File: config.mk
export PLATFORM = sky130hd
export DESIGN_NAME = lvds_rx_frame_check_flat
export DESIGN_NICKNAME = d
export VERILOG_FILES = /design/src/rtl/lvds_rx_frame_check_pkg.sv /design/src/rtl/lvds_rx_frame_check_if.sv /design/src/rtl/lvds_rx_lock_mon.sv /design/src/rtl/lvds_rx_frame_check.sv /design/src/flat_wrapper.sv
export SDC_FILE = /design/constraint.sdc
export NUM_CORES = 1
export LEC_CHECK = 0
export BUFFER_PORTS_ARGS = -buffer_cell sky130_fd_sc_hd__buf_2
export CORE_ASPECT_RATIO = 1.2
export CORE_MARGIN = 3
export CORE_UTILIZATION = 43
export DETAILED_ROUTE_END_ITERATION = 8
export GPL_TIMING_DRIVEN = 0
export PLACE_DENSITY = 0.65
export SLEW_MARGIN = 20
export SYNTH_ARGS = -nofsm -noshare
export SYNTH_HDL_FRONTEND = slang
export SYNTH_SLANG_ARGS = --single-unit
File: constraint.sdc
create_clock -name sys_clk -period 3.4 [get_ports sys_clk]
set_input_delay 0.68 -clock sys_clk [delete_from_list [all_inputs] [get_ports sys_clk]]
set_output_delay 0.68 -clock sys_clk [all_outputs]
set_load 0.01 [all_outputs]
File: src/rtl/lvds_rx_frame_check_pkg.sv
// Shared constants, frame FSM state type and counter helper for the LVDS
// 8b/10b link. The TX pattern generator imports the same package.
package lvds_link_pkg;

    localparam logic [7:0] COMMA_K28_5 = 8'hBC;
    localparam logic [7:0] HDR0        = 8'hEE;
    localparam logic [7:0] HDR1        = 8'h33;
    localparam logic [7:0] FIRST_BYTE  = 8'h34;
    localparam int         PAYLOAD_LEN = 124;
    localparam int         LOCK_COMMAS = 16;
    localparam int         UNLOCK_ERRS = 4;

    typedef enum logic [1:0] {
        UNLOCKED = 2'd0,
        IDLE     = 2'd1,
        HDR      = 2'd2,
        PAYLOAD  = 2'd3
    } frame_state_e;

    // Add a small increment to a 16-bit counter, sticking at all-ones.
    function automatic logic [15:0] sat_add16(input logic [15:0] a, input logic [1:0] inc);
        logic [16:0] sum;
        sum = {1'b0, a} + {15'd0, inc};
        if (sum[16]) begin
            return 16'hFFFF;
        end else begin
            return sum[15:0];
        end
    endfunction

endpackage

File: src/rtl/lvds_rx_frame_check_if.sv
// Decoded-symbol input bus plus payload/status outputs of the frame checker.
interface lvds_rx_frame_check_if;
    logic        rx_valid;
    logic        rx_k;
    logic [7:0]  rx_data;
    logic        rx_code_err;
    logic        pl_valid;
    logic [7:0]  pl_data;
    logic        pl_sof;
    logic        pl_eof;
    logic        frame_ok;
    logic        frame_err;
    logic        locked;
    logic [15:0] frame_cnt;
    logic [15:0] err_cnt;

    modport master (
        output rx_valid, rx_k, rx_data, rx_code_err,
        input  pl_valid, pl_data, pl_sof, pl_eof, frame_ok, frame_err,
               locked, frame_cnt, err_cnt
    );

    modport slave (
        input  rx_valid, rx_k, rx_data, rx_code_err,
        output pl_valid, pl_data, pl_sof, pl_eof, frame_ok, frame_err,
               locked, frame_cnt, err_cnt
    );
endinterface

File: src/rtl/lvds_rx_lock_mon.sv
// Link lock monitor: counts runs of good commas to acquire lock and runs of
// bad symbols to drop it. lock_acq/lock_lost flag the symbol that causes the
// transition so the frame FSM can move on the same accepted symbol.
module lvds_rx_lock_mon
    import lvds_link_pkg::*;
(
    input  logic       sys_clk,
    input  logic       rst_n,
    input  logic       sym_valid,
    input  logic       sym_k,
    input  logic [7:0] sym_data,
    input  logic       sym_code_err,
    output logic       locked,
    output logic       lock_acq,
    output logic       lock_lost
);

    localparam logic [7:0] LOCK_LAST   = 8'(LOCK_COMMAS - 1);
    localparam logic [7:0] UNLOCK_LAST = 8'(UNLOCK_ERRS - 1);

    logic [7:0] comma_run_r;
    logic [7:0] bad_run_r;
    logic       locked_r;
    logic       good_comma_s;
    logic       bad_s;
    logic       lock_acq_s;
    logic       lock_lost_s;

    // Classify the current symbol and detect the lock transition it causes.
    always_comb begin
        good_comma_s = sym_k && (sym_data == COMMA_K28_5) && !sym_code_err;
        bad_s        = sym_code_err || (sym_k && (sym_data != COMMA_K28_5));
        lock_acq_s   = sym_valid && !locked_r && good_comma_s && (comma_run_r == LOCK_LAST);
        lock_lost_s  = sym_valid && locked_r && bad_s && (bad_run_r == UNLOCK_LAST);
    end

    // Run counters and the registered lock flag; idle cycles hold everything.
    always_ff @(posedge sys_clk or negedge rst_n) begin
        if (!rst_n) begin
            comma_run_r <= 8'd0;
            bad_run_r   <= 8'd0;
            locked_r    <= 1'b0;
        end else if (sym_valid) begin
            if (locked_r) begin
                comma_run_r <= 8'd0;
                if (lock_lost_s) begin
                    locked_r  <= 1'b0;
                    bad_run_r <= 8'd0;
                end else if (bad_s) begin
                    bad_run_r <= bad_run_r + 8'd1;
                end else begin
                    bad_run_r <= 8'd0;
                end
            end else begin
                bad_run_r <= 8'd0;
                if (lock_acq_s) begin
                    locked_r    <= 1'b1;
                    comma_run_r <= 8'd0;
                end else if (good_comma_s) begin
                    comma_run_r <= comma_run_r + 8'd1;
                end else begin
                    comma_run_r <= 8'd0;
                end
            end
        end
    end

    assign locked    = locked_r;
    assign lock_acq  = lock_acq_s;
    assign lock_lost = lock_lost_s;

endmodule

File: src/rtl/lvds_rx_frame_check.sv
// Receive frame parser: finds the EE 33 header after lock, streams the
// payload out one cycle later and checks it against the incrementing test
// pattern, with saturating good-frame and error counters.
module lvds_rx_frame_check
    import lvds_link_pkg::*;
(
    input  logic                 sys_clk,
    input  logic                 rst_n,
    lvds_rx_frame_check_if.slave bus
);

    localparam logic [7:0] LAST_IDX = 8'(PAYLOAD_LEN - 1);

    frame_state_e state_r, state_s;
    logic [7:0]   exp_r, exp_s;
    logic [7:0]   idx_r, idx_s;
    logic         mism_r, mism_s;
    logic         byte_bad_s;
    logic         emit_s, sof_s, eof_s, ok_s, ferr_s, junk_s, cerr_s;
    logic [1:0]   inc_s;
    logic         locked_s, lock_acq_s, lock_lost_s;

    logic         pl_valid_r;
    logic [7:0]   pl_data_r;
    logic         pl_sof_r;
    logic         pl_eof_r;
    logic         frame_ok_r;
    logic         frame_err_r;
    logic [15:0]  frame_cnt_r;
    logic [15:0]  err_cnt_r;

    lvds_rx_lock_mon u_lock_mon (
        .sys_clk      (sys_clk),
        .rst_n        (rst_n),
        .sym_valid    (bus.rx_valid),
        .sym_k        (bus.rx_k),
        .sym_data     (bus.rx_data),
        .sym_code_err (bus.rx_code_err),
        .locked       (locked_s),
        .lock_acq     (lock_acq_s),
        .lock_lost    (lock_lost_s)
    );

    // Frame FSM and pattern check for the symbol currently on the bus.
    always_comb begin
        state_s    = state_r;
        exp_s      = exp_r;
        idx_s      = idx_r;
        mism_s     = mism_r;
        emit_s     = 1'b0;
        sof_s      = 1'b0;
        eof_s      = 1'b0;
        ok_s       = 1'b0;
        ferr_s     = 1'b0;
        junk_s     = 1'b0;
        byte_bad_s = (bus.rx_data != exp_r) || bus.rx_code_err;
        cerr_s     = bus.rx_valid && bus.rx_code_err && locked_s;
        if (bus.rx_valid) begin
            if (lock_lost_s) begin
                // Losing lock aborts any frame that has started.
                state_s = UNLOCKED;
                ferr_s  = (state_r == HDR) || (state_r == PAYLOAD);
            end else begin
                case (state_r)
                    UNLOCKED: begin
                        if (lock_acq_s) begin
                            state_s = IDLE;
                        end else begin
                            state_s = UNLOCKED;
                        end
                    end
                    IDLE: begin
                        // Corrupted symbols are counted as code errors only.
                        if (!bus.rx_k && !bus.rx_code_err) begin
                            if (bus.rx_data == HDR0) begin
                                state_s = HDR;
                            end else begin
                                junk_s = 1'b1;
                            end
                        end else begin
                            state_s = IDLE;
                        end
                    end
                    HDR: begin
                        if (!bus.rx_k && !bus.rx_code_err && (bus.rx_data == HDR1)) begin
                            state_s = PAYLOAD;
                            exp_s   = FIRST_BYTE;
                            idx_s   = 8'd0;
                            mism_s  = 1'b0;
                        end else begin
                            state_s = IDLE;
                            ferr_s  = 1'b1;
                        end
                    end
                    PAYLOAD: begin
                        if (bus.rx_k) begin
                            // Truncated frame: no end-of-frame beat.
                            state_s = IDLE;
                            ferr_s  = 1'b1;
                        end else begin
                            emit_s = 1'b1;
                            sof_s  = (idx_r == 8'd0);
                            eof_s  = (idx_r == LAST_IDX);
                            if (idx_r == LAST_IDX) begin
                                state_s = IDLE;
                                ok_s    = !(mism_r || byte_bad_s);
                                ferr_s  = mism_r || byte_bad_s;
                            end else begin
                                idx_s  = idx_r + 8'd1;
                                exp_s  = exp_r + 8'd1;
                                mism_s = mism_r || byte_bad_s;
                            end
                        end
                    end
                    default: begin
                        state_s = UNLOCKED;
                    end
                endcase
            end
        end else begin
            state_s = state_r;
        end
        inc_s = {1'b0, ferr_s} + {1'b0, cerr_s} + {1'b0, junk_s};
    end

    // FSM state, registered outputs and saturating counters.
    always_ff @(posedge sys_clk or negedge rst_n) begin
        if (!rst_n) begin
            state_r     <= UNLOCKED;
            exp_r       <= 8'd0;
            idx_r       <= 8'd0;
            mism_r      <= 1'b0;
            pl_valid_r  <= 1'b0;
            pl_data_r   <= 8'd0;
            pl_sof_r    <= 1'b0;
            pl_eof_r    <= 1'b0;
            frame_ok_r  <= 1'b0;
            frame_err_r <= 1'b0;
            frame_cnt_r <= 16'd0;
            err_cnt_r   <= 16'd0;
        end else begin
            state_r     <= state_s;
            exp_r       <= exp_s;
            idx_r       <= idx_s;
            mism_r      <= mism_s;
            pl_valid_r  <= emit_s;
            pl_data_r   <= emit_s ? bus.rx_data : 8'd0;
            pl_sof_r    <= sof_s;
            pl_eof_r    <= eof_s;
            frame_ok_r  <= ok_s;
            frame_err_r <= ferr_s;
            frame_cnt_r <= sat_add16(frame_cnt_r, {1'b0, ok_s});
            err_cnt_r   <= sat_add16(err_cnt_r, inc_s);
        end
    end

    assign bus.pl_valid  = pl_valid_r;
    assign bus.pl_data   = pl_data_r;
    assign bus.pl_sof    = pl_sof_r;
    assign bus.pl_eof    = pl_eof_r;
    assign bus.frame_ok  = frame_ok_r;
    assign bus.frame_err = frame_err_r;
    assign bus.locked    = locked_s;
    assign bus.frame_cnt = frame_cnt_r;
    assign bus.err_cnt   = err_cnt_r;

endmodule

File: src/flat_wrapper.sv
// flat-port wrapper written by rule: the top's interface ports become plain ports
module lvds_rx_frame_check_flat import lvds_link_pkg::*;
  (sys_clk, rst_n, bus_rx_valid, bus_rx_k, bus_rx_data, bus_rx_code_err, bus_pl_valid, bus_pl_data, bus_pl_sof, bus_pl_eof, bus_frame_ok, bus_frame_err, bus_locked, bus_frame_cnt, bus_err_cnt);
  lvds_rx_frame_check_if bus_i ();
  input  logic sys_clk;
  input  logic rst_n;
  input wire logic [$bits(bus_i.rx_valid)-1:0] bus_rx_valid;
  input wire logic [$bits(bus_i.rx_k)-1:0] bus_rx_k;
  input wire logic [$bits(bus_i.rx_data)-1:0] bus_rx_data;
  input wire logic [$bits(bus_i.rx_code_err)-1:0] bus_rx_code_err;
  output wire logic [$bits(bus_i.pl_valid)-1:0] bus_pl_valid;
  output wire logic [$bits(bus_i.pl_data)-1:0] bus_pl_data;
  output wire logic [$bits(bus_i.pl_sof)-1:0] bus_pl_sof;
  output wire logic [$bits(bus_i.pl_eof)-1:0] bus_pl_eof;
  output wire logic [$bits(bus_i.frame_ok)-1:0] bus_frame_ok;
  output wire logic [$bits(bus_i.frame_err)-1:0] bus_frame_err;
  output wire logic [$bits(bus_i.locked)-1:0] bus_locked;
  output wire logic [$bits(bus_i.frame_cnt)-1:0] bus_frame_cnt;
  output wire logic [$bits(bus_i.err_cnt)-1:0] bus_err_cnt;
  assign bus_i.rx_valid = bus_rx_valid;
  assign bus_i.rx_k = bus_rx_k;
  assign bus_i.rx_data = bus_rx_data;
  assign bus_i.rx_code_err = bus_rx_code_err;
  assign bus_pl_valid = bus_i.pl_valid;
  assign bus_pl_data = bus_i.pl_data;
  assign bus_pl_sof = bus_i.pl_sof;
  assign bus_pl_eof = bus_i.pl_eof;
  assign bus_frame_ok = bus_i.frame_ok;
  assign bus_frame_err = bus_i.frame_err;
  assign bus_locked = bus_i.locked;
  assign bus_frame_cnt = bus_i.frame_cnt;
  assign bus_err_cnt = bus_i.err_cnt;
  lvds_rx_frame_check u_core (.sys_clk(sys_clk), .rst_n(rst_n), .bus(bus_i));
endmodule
==> results of run 1 <==
## critical path, delay by kind of cell, from the launching register on
family                     cells  cell delay [ps]
AOI/OAI and AO/OA              1               80
and+or+nand+nor                9             1810
DFF                            1              410
buffers and inverters          2              330
adders and majority gates      2              420
## cells in the mapped netlist (6+ instances only)
cell | n | area share (%)
mux2i_1 | 6 | 1.4
nor2_1 | 19 | 1.7
dfrtp_1 | 81 | 48
o31ai_1 | 7 | 1.3
or3_1 | 8 | 1.2
a31oi_1 | 7 | 1.0
xor2_1 | 21 | 4.4
nand2_1 | 51 | 4.6
a21oi_1 | 9 | 1.1
nor3_1 | 8 | 0.96
and3_1 | 17 | 2.5
inv_1 | 18 | 1.6
nand2b_1 | 8 | 1.2
o21ai_0 | 22 | 2.6
clkbuf_1 | 14 | 1.3
nand3_1 | 20 | 2.4
ha_1 | 9 | 2.7
and2_1 | 13 | 1.9
nand4_1 | 15 | 2.2
xnor2_1 | 8 | 1.7
## worst max-delay path by stage
stage                                                from                                end  slack, ps  depth (start not counted)
2_1_floorplan                                bus_rx_valid   u_core.bus.err_cnt[13]$_DFF_PN0_         60                         13
3_3_place_gp                               bus_rx_data[7]   u_core.bus.err_cnt[13]$_DFF_PN0_       -560                         13
3_5_place_dp                               bus_rx_data[7]    u_core.bus.err_cnt[2]$_DFF_PN0_       -610                         13
4_1_cts        u_core.u_lock_mon.bad_run_r[4]$_DFFE_PN0P_    u_core.bus.err_cnt[9]$_DFF_PN0_         10                         12
5_1_grt        u_core.u_lock_mon.bad_run_r[6]$_DFFE_PN0P_  u_core.bus.frame_cnt[6]$_DFF_PN0_          3                         14
6_report       u_core.u_lock_mon.bad_run_r[6]$_DFFE_PN0P_  u_core.bus.frame_cnt[6]$_DFF_PN0_        230                         14
## logic make-up (layout without fill, tap and decap cells)
kind of cell             count (synthesis)  after routing  synth area share, %
XOR/XNOR                                29             29                6.074
buffers and inverters                   33            112                3.142
AO/OA/AOI/OAI                           77             77                12.21
adder cells (fa/ha/maj)                 11             11                3.651
AND/OR/NAND/NOR                        191            191                25.02
flip-flops                              81             81                48.47
multiplexers                             6              6                1.436
## power by group through the flow
| stage | Clock (mW) | Combinational (mW) | Sequential (mW) |
|---|---|---|---|
| finish | 0.723 | 0.0609 | 0.962 |
| floorplan | 0 | 0.0186 | 0.982 |
| global placement | 0 | 0.0572 | 0.982 |
| CTS | 0.744 | 0.0632 | 0.962 |
| global route | 0.789 | 0.0697 | 0.962 |
| detailed placement | 0 | 0.0625 | 0.982 |
## repair_timing
item / in CTS / in global routing
setup endpoints to repair: 24 / 23
buffers inserted: 3 / 7
pin swaps: 2 / 5
hold buffers: 0 / 0
resized for setup: 12 / 8
## registers in the layout (all words and copies together) (netlist names)
register / flops
u_core.bus.err_cnt: 16
u_core.bus.frame_cnt: 16
u_core.bus.frame_err: 1
u_core.bus.frame_ok: 1
u_core.bus.pl_data: 8
u_core.bus.pl_eof: 1
u_core.bus.pl_sof: 1
u_core.bus.pl_valid: 1
u_core.exp_r: 8
u_core.idx_r: 8
u_core.mism_r: 1
u_core.state_r: 2
u_core.u_lock_mon.bad_run_r: 8
u_core.u_lock_mon.comma_run_r: 8
u_core.u_lock_mon.locked: 1
## layer usage
metal / up-vias / part of all wire (%) / GRT usage, % / routed length, µm
met5: - / 0 / 0 / 0
met4: 0 / 1.9 / 6.546 / 179
met3: 14 / 5.7 / 4.815 / 531
met2: 99 / 47 / 29.30 / 4459
met1: 1675 / 45 / 25.61 / 4221
li1: 1696 / - / - / -
## per-stage QoR
step	setup slack [ps]	power (mW)	hold WS [ps]
floorplan	55.13	1.000	384.4
global placement	-561.6	1.039	482.6
detailed placement	-605.4	1.044	499.2
CTS	10.50	1.770	222.4
global route	2.690	1.822	227.4
finish	225.6	1.746	231.4
## area by class of cell
class                           count  area [µm²]
Multi-Input combinational cell    314        2085
Clock buffer                       11       141.4
Inverter                           18       67.56
Buffer                             10       61.31
Timing Repair Buffer               68       390.4
Clock inverter                      5       63.81
Fill cell                         851        4283
Tap cell                          120       150.1
Sequential cell                    81        2029
==> results.md, run 1 <==
* Arr. time, crit path at 3410 ps
* P_int at 1.345 mW
* Core Util, Final at 53.81%
* Combinational share of power at 3.5%
* Area Overhead vs Synth at 19.30%
* Core area at 9271 µm²
* Drt via density at 5.557
* N_diodes at 0
* Crit-path max FO at 10
* Residual DRC at 0
* Starting density of the core at 45.10%
* Share of layout cells above drive strength 1 at 20.91%
* Maximum VDD drop at 0.0002253 V
* CTS buffer count at 9
* Leak at 2.515 nW
* Initial DRC count at 178
* Die X at 96.02 µm
* Grt ovf at 0
* Sequential power share at 55.1%
* Insertion delay to the later sink of the worst-skew pair at 360 ps
* Vias in the first global route at 3427
* Clk root buf: clkbuf_8
* Total GRT Usage at 18.90%
* Design Area, Final at 4989 µm²
* Cell Area, Synth at 4182 µm²
* Critical path startpoint category: flop
* CP peak stage delay at 410 ps
* Clock share of power at 41.4%
* Sequential-to-total area share from yosys stat at 48.47%
* Commonest non-fill, non-tap cells in the layout: 79 x dfrtp_1, 56 x buf_2, 51 x nand2_1, 22 x o21ai_0, 21 x xor2_1
* Mean post-synth cell area at 9.770 µm²
* Worst flop-to-flop path endpoint: u_core.bus.frame_cnt[6]$_DFF_PN0_
* Ys flop type: dfrtp_1
* Worst Hold Class: in -> async
* Minimum clock period at 3174 ps
* RR Startpoint: u_core.u_lock_mon.bad_run_r[6]$_DFFE_PN0P_
* Avg WL per Cell at 14.98 µm
* YS warnings at 0
* Critical path's slowest cell: dfrtp_1
* Outcome: completed
* First-pass GRT wire length at 16.38 mm
* Distinct cell type count after synthesis at 52
* RSZ-0062 raised after global routing: no
* Die Area at 10950 µm²
* Reg2reg setup slack at 230 ps
* CP endpoint kind: flop
* CTS tree: built
* Final setup TNS at 0 ps
* Chip Height at 114.0 µm
* Relative slew margins at 38.78%
* Hold Vio Cnt, Final at 0
* DRT antenna net count at 0
* DR pass1 iterations at 4
* Boundary Pins at 59
* CTS max path bufs at 2
* Post-DP HPWL at 6.899 mm
* Number of synthesized flops with an enable pin at 0
* Power density over the cells at 350.0 nW/µm²
* Final net count at 526
* Synthesized instance count at 428
* Initial antenna violation count at 0
* Largest net degree at the start of global routing at 57
* Dpl cells at 606
* WS Path Type: reg -> reg
* Count of final max-slew check failures at 0
* Switching pwr at 0.4009 mW
* Clock-pin slew on the worst setup and hold paths at 80 ps
* CP required at 3640 ps
* TritonCTS Sinks at 81
* Max Cap Viol at 0
* Routed via count at 3484
* Port bufs at 57
* CP cell instances: nor4_2 -> nand3_1 -> buf_4 -> or3_4 -> and3_1 -> nor3b_2 -> ha_1 -> ha_1 -> and3_2 -> nand4_1 -> nor2_1 -> nand3_2 -> buf_8 -> o21ai_0
* Final wirelength at 9.392 mm
* Final Skew at 13.06 ps
* Row count at 38
* Post-Layout Cell Count at 627
* Post-synth ARST share at 100.0%
* Placed cell area at 4662 µm²
* Post-Syn Nets at 452
* Setup violators final at 0
* Measured slew at the worst slew-check pin at 904.0 ps
* Crit-path most repeated cell: ha_1
* Achievable frequency at 315.0 MHz
* Crit share post-route at 93.36%
* R2r worst-path depth at 14
* Placer Congestion at 0.8579
* Flops & latches, synth at 81
* Sw frac at 22.96%
* Most common cell after layout, fill and taps aside: dfrtp_1
* CTS H-tree lvls at 3
No activity file was read; power rests on OpenSTA's default activity.
==> run 2, diff against run 1 <==
- PLACE_DENSITY: 0.65 -> unset
- PLACE_DENSITY_LB_ADDON: unset -> 0.05
==> run 2 against run 1 <==
  * Sequential share of layout area hardly changed
  * Core utilization about the same
  * First-iteration DRC count decreased by 9.6%
  * Critical path type is now in -> reg
  * Critical endpoint is now u_core.bus.err_cnt[6]$_DFF_PN0_
  * Largest cell class unchanged
==> results.md, run 2 (synthesis gave the netlist of run 1 again) <==
* Power density over the cells at 354.0 nW/µm² (+1.1%)
* Min Hold Slack at 217.9 ps (-13.45 ps)
* Die Area at 10950 µm² (unchanged)
* Leak at 2.515 nW (about the same)
* Maximum VDD drop at 0.0002024 V (-10%)
* Clock-pin slew on the worst setup and hold paths at 90 ps (about the same)
* Final wirelength at 9.957 mm (+6.0%)
* Avg WL per Cell at 15.88 µm (+6.0%)
* R2r worst-path depth at 12 (-2)
* Clk root buf: clkbuf_8
* Residual DRC at 0 (unchanged)
* Port bufs at 57 (unchanged)
* Critical path startpoint category: input port
* Post-DP HPWL at 7.170 mm (+3.9%)
* Sw frac at 23.86% (+0.89 points)
* CTS tree: built
* N_diodes at 0 (unchanged)
* Initial DRC count at 161 (-9.6%)
* Crit share post-route at 96.16% (+2.8 points)
* Crit path launch: bus_rx_data[7]
* Max Cap Viol at 0 (unchanged)
* Outcome: completed
* Row count at 38 (unchanged)
* Starting density of the core at 45.10% (unchanged)
* Post-Layout Cell Count at 627 (unchanged)
* Largest net degree at the start of global routing at 56 (-1.8%)
* CP endpoint: u_core.bus.err_cnt[6]$_DFF_PN0_
* Crit-path max FO at 10 (unchanged)
* Dpl cells at 606 (unchanged)
* Total GRT Usage at 19.13% (+0.23 points)
* Register area at 2031 µm² (about the same)
* Final net count at 526 (unchanged)
* Routed via count at 3433 (-1.5%)
* Boundary Pins at 59 (unchanged)
* Final Skew at 9.723 ps (-3.333 ps)
* Setup violators final at 0 (unchanged)
* RR Startpoint: u_core.u_lock_mon.bad_run_r[4]$_DFFE_PN0P_
* DRT antenna net count at 0 (unchanged)
* Placer Congestion at 0.8327 (-2.9%)
* DR pass1 iterations at 5 (+1)
* Insertion delay to the later sink of the worst-skew pair at 370 ps (about the same)
* Reg2reg setup slack at 150 ps (-80 ps)
* Post-cts hold buffer count at 0 (unchanged)
* Minimum clock period at 3269 ps (+95.08 ps)
* Clock share of power at 42.1% (+0.7 points)
* Relative slew margins at 43.06% (+4.3 points)
* Core Util, Final at 53.85% (about the same)
* CTS H-tree lvls at 3 (unchanged)
* Final setup TNS at 0 ps (unchanged)
* Most common cell after layout, fill and taps aside: dfrtp_1
* First-pass GRT wire length at 16.33 mm (-0.34%)
* TritonCTS Sinks at 81 (unchanged)
* Initial antenna violation count at 0 (unchanged)
* Count of final max-slew check failures at 0 (unchanged)
* Measured slew at the worst slew-check pin at 840.8 ps (-63.22 ps)
* CTS max path bufs at 2 (unchanged)
* Hold Vio Cnt, Final at 0 (unchanged)
* Worst flop-to-flop path endpoint: u_core.bus.err_cnt[6]$_DFF_PN0_
* Combinational share of power at 3.5% (about the same)
* Area Overhead vs Synth at 19.39% (about the same)
* Arr. time, crit path at 3580 ps (+170 ps)
* Grt ovf at 0 (unchanged)
* CP required at 3710 ps (+70 ps)
* Drt via density at 5.475 (-1.5%)
* Switching pwr at 0.4216 mW (+5.2%)
* Achievable frequency at 305.9 MHz (-2.9%)
* Worst Hold Class: in -> async
* Setup ws final at 130.6 ps (-95.08 ps)
* Fillers at 865 (+1.6%)
* P_int at 1.345 mW (about the same)
* Place WS at -604.8 ps (+0.6200 ps)
* Multi-input gate area at 2091 µm² (+0.30%)
* WS Path Type: in -> reg
* Vias in the first global route at 3347 (-2.3%)
* Chip Height at 114.0 µm (unchanged)
* Commonest non-fill, non-tap cells in the layout: 78 x dfrtp_1, 56 x buf_2, 51 x nand2_1, 22 x o21ai_0, 21 x xor2_1
* Core area at 9271 µm² (unchanged)
* Share of layout cells above drive strength 1 at 21.30% (+0.39 points)
* Sequential power share at 54.5% (-0.6 points)
* Die X at 96.02 µm (unchanged)
* CP endpoint kind: flop
* CTS buffer count at 9 (unchanged)
## run 2: area by class of cell
type / instances / share of cell area (%)
Inverter: 18 / 1.353
Sequential cell: 81 / 40.68
Buffer: 13 / 1.604
Clock inverter: 5 / 1.278
Tap cell: 120 / 3.008
Multi-Input combinational cell: 314 / 41.88
Clock buffer: 11 / 2.832
Timing Repair Buffer: 65 / 7.368
## run 2: layer usage
metal / wire length, µm / track usage [%]
met1: 4410 / 24.82
met2: 5101 / 31.09
met3: 315 / 4.420
met4: 129 / 6.641
met5: 0 / 0
## run 2: critical path, cell delays in order
cell	delay, ps
buf_2	140
and4b_1	240
and4_1	220
o32a_2	380
clkbuf_4	200
a21oi_4	170
ha_2	210
fa_2	230
and4_4	260
nand2_1	100
or3_4	440
clkbuf_4	210
nand2_1	80
## run 2: what timing repair did
action	in CTS	in global routing
setup buffers	3	4
gates cloned	0	0
gates resized for setup	12	10
pin swaps	3	2
setup endpoints to repair	24	21
## run 2: per-stage QoR
stage / area [µm²] / power [mW]
global placement: 4632 / 1.040
detailed placement: 4662 / 1.045
finish: 4992 / 1.767
floorplan: 4197 / 1.000
CTS: 4931 / 1.787
global route: 4992 / 1.840
## run 2: how the worst min path moves through the flow
stage,slack (ps),to,cells past startpoint,from
2_1_floorplan,380,u_core.bus.err_cnt[0]$_DFF_PN0_,0,rst_n
3_5_place_dp,500,u_core.u_lock_mon.comma_run_r[0]$_DFFE_PN0P_,1,u_core.u_lock_mon.comma_run_r[0]$_DFFE_PN0P_
5_1_grt,220,u_core.bus.frame_cnt[8]$_DFF_PN0_,1,rst_n
3_3_place_gp,490,u_core.u_lock_mon.comma_run_r[0]$_DFFE_PN0P_,1,u_core.u_lock_mon.comma_run_r[0]$_DFFE_PN0P_
4_1_cts,210,u_core.bus.frame_cnt[8]$_DFF_PN0_,1,rst_n
6_report,220,u_core.bus.frame_cnt[8]$_DFF_PN0_,1,rst_n
## run 2: power by group through the flow
stage	logic (mW)	registers [mW]	clock network [mW]
floorplan	0.0186	0.982	0
global placement	0.0579	0.982	0
detailed placement	0.0633	0.982	0
CTS	0.0633	0.962	0.762
global route	0.0696	0.963	0.808
finish	0.0614	0.962	0.743
==> run 3, diff against run 2 <==
- ABC_AREA: unset -> 1
==> run 3 against run 2 <==
  * Clock skew fell by 0.62 ps
  * Worst setup slack improved by 180 ps
  * Non-clock buffer count fell by 10
  * Global-route usage fell by 0.99 points
  * Sequential power rose by 26%
  * Clock power rose by 31%
  * Clock-buffer cell count fell by 1
  * Area after synthesis rose by 6.8%
  * Cell count rose by 20%
  * Critical endpoint is now u_core.bus.err_cnt[12]$_DFF_PN0_
  * Largest cell class unchanged
  * Largest power group unchanged
==> results.md, run 3 <==
* Post-cts hold buffer count at 0 (unchanged)
* Die X at 99.03 µm (+3.1%)
* Measured slew at the worst slew-check pin at 536.7 ps (-304.1 ps)
* Tot Pwr at 2.722 mW (+54%)
* Max Cap Viol at 0 (unchanged)
* CTS tree: built
* Critical path startpoint category: input port
* Post-synth ARST share at 100.0% (unchanged)
* Crit-path max FO at 10 (unchanged)
* Placer Congestion at 0.7711 (-7.4%)
* Row count at 40 (+5.3%)
* Distinct cell type count after synthesis at 36 (-31%)
* Min Hold Slack at 324.5 ps (+106.6 ps)
* Maximum VDD drop at 0.0002264 V (+12%)
* TritonCTS Sinks at 81 (unchanged)
* Crit share post-route at 90.90% (-5.3 points)
* Setup violators final at 0 (unchanged)
* Reg2reg setup slack at 430 ps (+280 ps)
* RSZ-0062 raised after global routing: no
* DRT antenna net count at 0 (unchanged)
* Clk root buf: clkbuf_16
* Simple-gate portion of the synthesized area at 29.92% (+4.9 points)
* Sequential power share at 44.6% (-9.9 points)
* Mean post-synth cell area at 8.134 µm² (-17%)
* Avg WL per Cell at 12.91 µm (-19%)
* Residual DRC at 0 (unchanged)
* Share of layout cells above drive strength 1 at 18.91% (-2.4 points)
* Achievable frequency at 323.6 MHz (+5.8%)
* Mux share of post-synthesis cell area at 0% (-1.4 points)
* Area Overhead vs Synth at 17.29%
* Die Area at 11650 µm² (+6.4%)
* Chip Height at 117.6 µm (+3.2%)
* Synth area leader: dfrtp_1
* Post-Syn Nets at 573 (+27%)
* Final net count at 643 (+22%)
* Largest cells by area after synthesis: dfrtp_1 45%, nand2_1 10%, inv_1 6.1%
* Count of final max-slew check failures at 0 (unchanged)
* Adder-Cell Fraction of Synth Area at 3.418% (-0.23 points)
* Arr. time, crit path at 3300 ps (-280 ps)
* Sw frac at 30.60% (+6.7 points)
* Post-synth top area share at 45.39% (-3.1 points)
* YS warnings at 0 (unchanged)
* Setup ws final at 309.5 ps (+178.9 ps)
* Place WS at -86.01 ps (+518.8 ps)
* N_diodes at 0 (unchanged)
* Minimum clock period at 3091 ps (-178.9 ps)
* Largest net degree at the start of global routing at 43 (-23%)
* Setup bufs post-CTS at 0 (-3)
* Clock share of power at 35.8% (-6.3 points)
* Top-count cell post-synth: nand2_1
* Port bufs at 58 (+1.8%)
* Grt ovf at 0 (unchanged)
* DR pass1 iterations at 4 (-1)
* Drt via density at 4.997 (-8.7%)
* Ys flop type: dfrtp_1
* Xor and xnor area share after synthesis at 5.099% (-0.97 points)
* Starting density of the core at 44.39% (-0.71 points)
* Routed via count at 3748 (+9.2%)
* Sequential-to-total area share from yosys stat at 45.39% (-3.1 points)
* Initial DRC count at 152 (-5.6%)
* Relative slew margins at 64.22% (+21 points)
* Number of synthesized flops with an enable pin at 0 (unchanged)
* Vias in the first global route at 3699 (+11%)
* WS Path Type: in -> reg
* Top cells by count, synth: 120 x nand2_1, 81 x dfrtp_1, 73 x inv_1
* Commonest non-fill, non-tap cells in the layout: 120 x nand2_1, 81 x dfrtp_1, 73 x inv_1, 67 x nor2_1, 60 x buf_2
* Main combinational cell family by area after synthesis: simple AND/OR/NAND/NOR gates
* Leak at 2.668 nW (+6.1%)
* Combinational share of power at 19.7% (+16 points)
* Worst Hold Class: in -> async
* CTS max path bufs at 2 (unchanged)
* Most common cell after layout, fill and taps aside: nand2_1
* Clock-pin slew on the worst setup and hold paths at 60 ps (-30 ps)
* Post-synthesis compound-gate area fraction at 8.041% (-4.2 points)
* Total GRT Usage at 18.14% (-0.99 points)
* P_int at 1.889 mW (+40%)
* Switching pwr at 0.8329 mW (+98%)
* Final wirelength at 9.686 mm (-2.7%)
* Post-DP HPWL at 7.225 mm (+0.76%)
* Power density over the cells at 519.7 nW/µm² (+47%)
* Boundary Pins at 59 (unchanged)
* Initial antenna violation count at 0 (unchanged)
* Final Skew at 9.103 ps (-0.6198 ps)
* Core Util, Final at 52.06% (-1.8 points)
* Insertion delay to the later sink of the worst-skew pair at 340 ps (-30 ps)
* CP required at 3610 ps (-100 ps)
* CTS H-tree lvls at 3 (unchanged)
* Outcome: completed
* Cell Area, Synth at 4466 µm² (+6.8%)
* CP endpoint kind: flop
* Hold Vio Cnt, Final at 0 (unchanged)
* Flops & latches, synth at 81 (unchanged)
* Synthesized instance count at 549 (+28%)
* First-pass GRT wire length at 17.42 mm (+6.7%)
* Core area at 10060 µm² (+8.5%)
* CTS buffer count at 9 (unchanged)
==> run 3: cell count changes after synthesis, moves of 13 or more <==
cell | before | now
nand2_1 | 51 | 120
inv_1 | 18 | 73
nor2_1 | 19 | 67
nand3_1 | 20 | 50
and3_1 | 17 | 0
o21ai_2 | 0 | 16
and2_1 | 13 | 0
==> run 3: worst paths after layout <==
| kind | to | start | cells after the start |
|---|---|---|---|
| worst min register to register | u_core.u_lock_mon.comma_run_r[0]$_DFFE_PN0P_ | u_core.u_lock_mon.comma_run_r[0]$_DFFE_PN0P_ | 1 |
| max in group asynchronous | u_core.u_lock_mon.comma_run_r[3]$_DFFE_PN0P_ | rst_n | 2 |
| min in group sys_clk | u_core.u_lock_mon.comma_run_r[0]$_DFFE_PN0P_ | u_core.u_lock_mon.comma_run_r[0]$_DFFE_PN0P_ | 1 |
| worst max-delay path | u_core.bus.err_cnt[12]$_DFF_PN0_ | bus_rx_code_err | 16 |
| worst max register to register | u_core.bus.err_cnt[12]$_DFF_PN0_ | u_core.u_lock_mon.bad_run_r[0]$_DFFE_PN0P_ | 18 |
| worst min-delay path | u_core.idx_r[1]$_DFFE_PN0P_ | rst_n | 1 |
==> run 3: power by group through the flow <==
stage / combinational (mW) / clock (mW) / sequential, mW
after global placement: 0.528 / 0 / 1.23
after floorplan: 0.400 / 0 / 1.21
final: 0.536 / 0.973 / 1.21
after global routing: 0.626 / 1.05 / 1.23
after detailed placement: 0.545 / 0 / 1.23
after CTS: 0.547 / 1.00 / 1.21
==> run 3: stage by stage <==
stage,setup TNS [ps],area (µm²),cells
3_3_place_gp,-835.7,4913,733
2_1_floorplan,0,4466,549
4_1_cts,0,5233,750
3_5_place_dp,-628.1,4936,734
6_report,0,5238,750
5_1_grt,0,5238,750
==> run 3: cell type report <==
| class | count | area, µm² |
|---|---|---|
| multi-input cells | 384 | 2081 |
| fillers | 966 | 4822 |
| repair buffers | 59 | 312.8 |
| clock buffers | 10 | 239.0 |
| clock inverters | 6 | 57.56 |
| inverters | 75 | 281.5 |
| plain buffers | 9 | 81.33 |
| flip-flops and latches | 81 | 2027 |
| well taps | 126 | 157.7 |
==> run 3: cells by family after synthesis <==
logic type / after synthesis
xor gates and xnor gates: 26
and+or+nand+nor: 290
adders and majority gates: 11
buffers and inverters: 84
AOI/OAI and AO/OA: 57
DFF: 81
==> run 3: critical path, cell delays in order <==
cell and delay [ps]:
buf_2 110, inv_1 140, nand2_2 110, nor2_1 170
nand3_1 130, fa_1 490, inv_1 40, ha_1 200
fa_1 400, nand3_1 120, nor2_1 60, inv_1 130
nor2_4 70, nand3_1 110, buf_2 250, nand3_1 100
==> run 3: metal layers <==
| metal | GRT usage (%) | up-vias | routed length (µm) |
|---|---|---|---|
| met5 | 0 | - | 0 |
| met3 | 4.564 | 9 | 510 |
| li1 | - | 1904 | - |
| met2 | 29.83 | 79 | 4632 |
| met4 | 5.551 | 0 | 116 |
| met1 | 23.42 | 1756 | 4426 |
==> run 3: what timing repair did <==
item | CTS | global route
endpoints found under the setup margin | 0 | 7
gates resized for setup | 0 | 1
hold endpoints to repair | 0 | 0
